===== config.mk =====
export PLATFORM = sky130hd
export DESIGN_NAME = fetch_unit
export DESIGN_NICKNAME = d
export VERILOG_FILES = /design/src/rtl/fetch_unit.sv
export SDC_FILE = /design/constraint.sdc
export NUM_CORES = 1
export LEC_CHECK = 0
export CAP_MARGIN = 5
export CORE_MARGIN = 8
export CORE_UTILIZATION = 47
export CTS_CLUSTER_SIZE = 16
export DETAILED_ROUTE_END_ITERATION = 10
export HOLD_SLACK_MARGIN = 0.12
export PLACE_DENSITY = 0.91
export SYNTH_ARGS = -nofsm -noshare
export SYNTH_HDL_FRONTEND = slang
export SYNTH_SLANG_ARGS = --single-unit

===== constraint.sdc =====
create_clock -name clk -period 3.7 [get_ports clk]
set_clock_uncertainty 0.15 [all_clocks]
set_input_delay 0.74 -clock clk [delete_from_list [all_inputs] [get_ports clk]]
set_output_delay 0.74 -clock clk [all_outputs]
set_load 0.05 [all_outputs]

===== src/rtl/fetch_unit.sv =====
// RV32I fetch: one outstanding imem request, 3 cycles/instr at zero wait; stall holds instr, redirect wins.
// FETCH_MISALIGN_CHECK_EN: misaligned redirect raises sticky fetch_fault and halts until reset.
module fetch_unit #(
   parameter logic [31:0] RESET_PC = 32'h0000_0000
) (
   input  logic        clk,
   input  logic        rst_n,
   output logic        imem_req_valid,
   input  logic        imem_req_ready,
   output logic [31:0] imem_addr,
   input  logic        imem_rsp_valid,
   input  logic [31:0] imem_rsp_data,
   input  logic        stall,
   input  logic        redirect,
   input  logic [31:0] redirect_pc,
   output logic        instr_valid,
   output logic [31:0] instr,
   output logic [31:0] pc,
   output logic [31:0] pc_plus4,
   output logic [6:0]  opcode,
   output logic [2:0]  funct3,
   output logic [6:0]  funct7,
   output logic        fetch_fault
);

   typedef enum logic [1:0] {
      S_REQ,
      S_WAIT,
      S_HOLD
`ifdef FETCH_MISALIGN_CHECK_EN
      , S_HALT
`endif
   } state_t;

   localparam logic [31:0] NOP = 32'h0000_0013;

   state_t      state_q;
   logic [31:0] fpc_q;
   logic [31:0] instr_q;
   logic [31:0] pc_q;
   logic        req_q;
   logic        ivld_q;
   logic        drop_q;
   logic        fault_q;
   logic [31:0] tgt_d;
   logic        accept;
   logic        misalign;

`ifdef FETCH_MISALIGN_CHECK_EN
   assign tgt_d    = redirect_pc;
   assign misalign = redirect && (redirect_pc[1:0] != 2'b00);
`else
   assign tgt_d    = redirect_pc & 32'hFFFF_FFFC;
   assign misalign = 1'b0;
`endif

   // req_q is low for the first cycle out of reset, so nothing is accepted then
   assign accept = (state_q == S_REQ) && req_q && imem_req_ready;

   always_ff @(posedge clk or negedge rst_n) begin
      if (!rst_n) begin
         state_q <= S_REQ;
         fpc_q   <= RESET_PC;
         instr_q <= NOP;
         pc_q    <= RESET_PC;
         req_q   <= 1'b0;
         ivld_q  <= 1'b0;
         drop_q  <= 1'b0;
         fault_q <= 1'b0;
      end else begin
         case (state_q)
            S_REQ: begin
               if (redirect) begin
                  fpc_q <= tgt_d;
               end
               if (accept) begin
                  drop_q  <= redirect;
                  req_q   <= 1'b0;
                  state_q <= S_WAIT;
               end else begin
                  req_q <= 1'b1;
               end
            end
            S_WAIT: begin
               if (redirect) begin
                  fpc_q <= tgt_d;
                  if (imem_rsp_valid) begin
                     drop_q  <= 1'b0;
                     req_q   <= 1'b1;
                     state_q <= S_REQ;
                  end else begin
                     drop_q <= 1'b1;
                  end
               end else if (imem_rsp_valid) begin
                  if (drop_q) begin
                     drop_q  <= 1'b0;
                     req_q   <= 1'b1;
                     state_q <= S_REQ;
                  end else begin
                     instr_q <= imem_rsp_data;
                     pc_q    <= fpc_q;
                     ivld_q  <= 1'b1;
                     state_q <= S_HOLD;
                  end
               end
            end
            S_HOLD: begin
               if (redirect || !stall) begin
                  fpc_q   <= redirect ? tgt_d : fpc_q + 32'd4;
                  ivld_q  <= 1'b0;
                  req_q   <= 1'b1;
                  state_q <= S_REQ;
               end
            end
            default: begin
               req_q  <= 1'b0;
               ivld_q <= 1'b0;
            end
         endcase
`ifdef FETCH_MISALIGN_CHECK_EN
         // later assignments override whatever the state case decided
         if (misalign && (state_q != S_HALT)) begin
            fault_q <= 1'b1;
            req_q   <= 1'b0;
            ivld_q  <= 1'b0;
            state_q <= S_HALT;
         end
`endif
      end
   end

   assign imem_req_valid = req_q;
   assign imem_addr      = fpc_q;
   assign instr_valid    = ivld_q;
   assign instr          = instr_q;
   assign pc             = pc_q;
   assign pc_plus4       = pc_q + 32'd4;
   assign opcode         = instr_q[6:0];
   assign funct3         = instr_q[14:12];
   assign funct7         = instr_q[31:25];
`ifdef FETCH_MISALIGN_CHECK_EN
   assign fetch_fault    = fault_q;
`else
   assign fetch_fault    = 1'b0;
`endif

endmodule

==> run summary <==
status - finished, final reports clean
antenna violations before repair - 1
FP Rows - 39
Post-Synth XOR/XNOR Area - 4.56%
num ports - 218
Synth Area in Simple Gates - 16.9%
GRT Total Usage - 21.5%
gp weighted congestion - 0.865
Die ar. - 15100 sq um
Vias - 4767
Crit Path Max Fanout - 6
DR vias/cell - 5.67
Slew @ Worst Pin - 0.925 ns
largest family of logic cells by synthesized area - simple AND/OR/NAND/NOR gates
Worst EP arrival - 2.63 ns
Post-Route WL - 16900 um
drt drc - 0
vias in the first global route - 4911
first-pass iteration count of the detailed router - 5
Layout area overhead - 43.5%
H-tree depth - 3
Hold Crit Class - reg2reg
Setup-failing EPs final - 0
Crit Path Class - reg2out
nets - 770
setup repair after global routing missed its margin - false
ys async rst share - 100%
Synth Register Bits - 97
CTS Sinks - 97
CP Launch Type - flop
gr ovfl total - 0
diode count - 0
Worst-path clk slew - 0.07 ns
EDFF count, synth - 0
crit share post-route - 95.1%
DP HPWL - 12900 um
Final TNS setup - 0 ns
IO buf count - 208
Die H - 123 um
Max Cap Viol - 0
part of the Yosys area used for sequential elements - 45.2%
nature of the critical path endpoint - output port
insertion delay to the later sink of the worst-skew pair - 0.33 ns
Power Total - 2.05 mW
R2R cell count - 7
Final Slew Violations - 0
Core Area - 11300 sq um
Synth Instances - 504
P_leak - 3.53 nW
post-synthesis mux area share - 13.6%
layout cells sized above 1 - 17.9%
Synth Area per Inst - 10.7 sq um
hold path depth - 1
post-layout util - 68.2%
top_reg_cell synth - dfrtp_1
CP required - 2.81 ns
fmax - 284 MHz
PwrDens - 265 nW/um^2
TritonCTS Buffers - 9
Die W - 123 um
largest net degree at the start of global routing - 76
Slew HR - 38.3%
Initial Util - 47.5%
adder-cell area share of the yosys netlist - 1.63%
Synth Area in Compound Gates - 11.7%
Routed WL per cell - 20.0 um
Synth Warn # - 0
VDD IR max - 0.216 mV
CTS tree - built
global-route wire length before repair - 25800 um
antenna viol nets, final - 0
Yosys cell types - 61
Max Buffers Root-to-Sink - 2
clock tree root buffer cell - clkbuf_16
fillers - 853
area of the mapped netlist - 5380 sq um
Tmin final - 3.52 ns
final hold vios - 0
CTS hold repair buffers - 0
drt first-iter violations - 308
## through the flow
| stage | std cells | cell area [sq um] | setup WS [ns] | hold WS (ns) |
|---|---|---|---|---|
| 4_1_cts | 841 | 7700 | 0.00685 | 0.359 |
| 2_1_floorplan | 510 | 5400 | 0.236 | 0.294 |
| 6_report | 841 | 7720 | 0.182 | 0.359 |
| 3_3_place_gp | 825 | 7430 | 0.459 | 0.340 |
| 5_1_grt | 841 | 7720 | 0.0224 | 0.382 |
| 3_5_place_dp | 825 | 7430 | 0.385 | 0.346 |
## logic make-up after synthesis
logic type               count (synthesis)
AO/OA/AOI/OAI                           96
adder cells (fa/ha/maj)                  7
multiplexers                            65
other                                    1
flip-flops                              97
XOR/XNOR                                28
AND/OR/NAND/NOR                        154
buffers and inverters                   56
## final timing paths
check                            from            end  slack, ns
hold reg to reg             instr[10]      instr[10]       0.36
hold / removal              instr[10]      instr[10]       0.36
max in group asynchronous       rst_n      instr[14]       2.13
setup reg to reg           state_q[0]  imem_addr[29]       1.31
min in group asynchronous       rst_n       instr[3]       0.40
setup / recovery                pc[2]   pc_plus4[20]       0.18
## power breakdown
group | switching (mW) | internal (mW)
clock network | 0.394 | 0.472
registers | 0.000000000103 | 1.06
logic | 0.0534 | 0.0685
total | 0.447 | 1.60
## placed cells by master (no fill, tap or decap), types with 4 or more instances in the layout
master and instances:
dlymetal6s2s_1 7, clkdlybuf4s50_1 191, inv_1 8, nor3_1 5, mux2_2 63, o22ai_1 10
a21oi_1 27, o21ai_0 22, xor2_1 10, a2bb2oi_1 8, xnor2_1 18, nand3_1 25
a22oi_1 4, and4_1 5, conb_1 7, dfrtp_1 94, and3_1 9, nor2_1 35
nand4_1 13, ha_1 7, nand2_1 35, buf_4 22, clkbuf_16 9
## layout make-up
class / instances / area, sq um / share of cell area [%]
clock buffers: 11 / 243 / 3.14
repair buffers: 220 / 2160 / 28.0
inverters: 8 / 30.0 / 0.389
clock inverters: 5 / 31.3 / 0.405
well taps: 143 / 179 / 2.32
flip-flops and latches: 97 / 2430 / 31.5
multi-input cells: 357 / 2640 / 34.2
## critical path, stage by stage (launching register included)
cell	delay (ns)
dfrtp_1	0.41
ha_1	0.27
nand3_1	0.20
nor4_4	0.18
buf_4	0.20
nand2_1	0.08
xnor2_1	0.14
clkdlybuf4s50_1	0.82
## layer usage
metal / global-route usage (%) / wire length (um)
met1: 24.3 / 6190
met2: 37.6 / 8680
met3: 6.85 / 1620
met4: 7.52 / 357
met5: 0 / 11
## synth_stat cells, drive strengths merged (10+ instances only)
master / instances / area, sq um
a21oi: 27 / 135
and3: 12 / 78.8
buf: 45 / 302
dfrtp: 94 / 2350
mux2: 63 / 709
nand2: 35 / 131
nand3: 28 / 163
nand4: 15 / 115
nor2: 35 / 131
o21ai: 22 / 110
o22ai: 10 / 62.6
xnor2: 18 / 158
xor2: 10 / 87.6
## flip-flops by register name, summed over array words and instances, names as in the netlist
signal and count:
instr 32, imem_addr 30, pc 30, state_q 2, drop_q 1, imem_req_valid 1
instr_valid 1
## repair_timing
item	in CTS	in global routing
resized for setup	0	7
setup endpoints to repair	0	7
setup buffers	0	0
endpoints found under the hold margin	0	0
No activity file was read; power rests on OpenSTA's default activity.
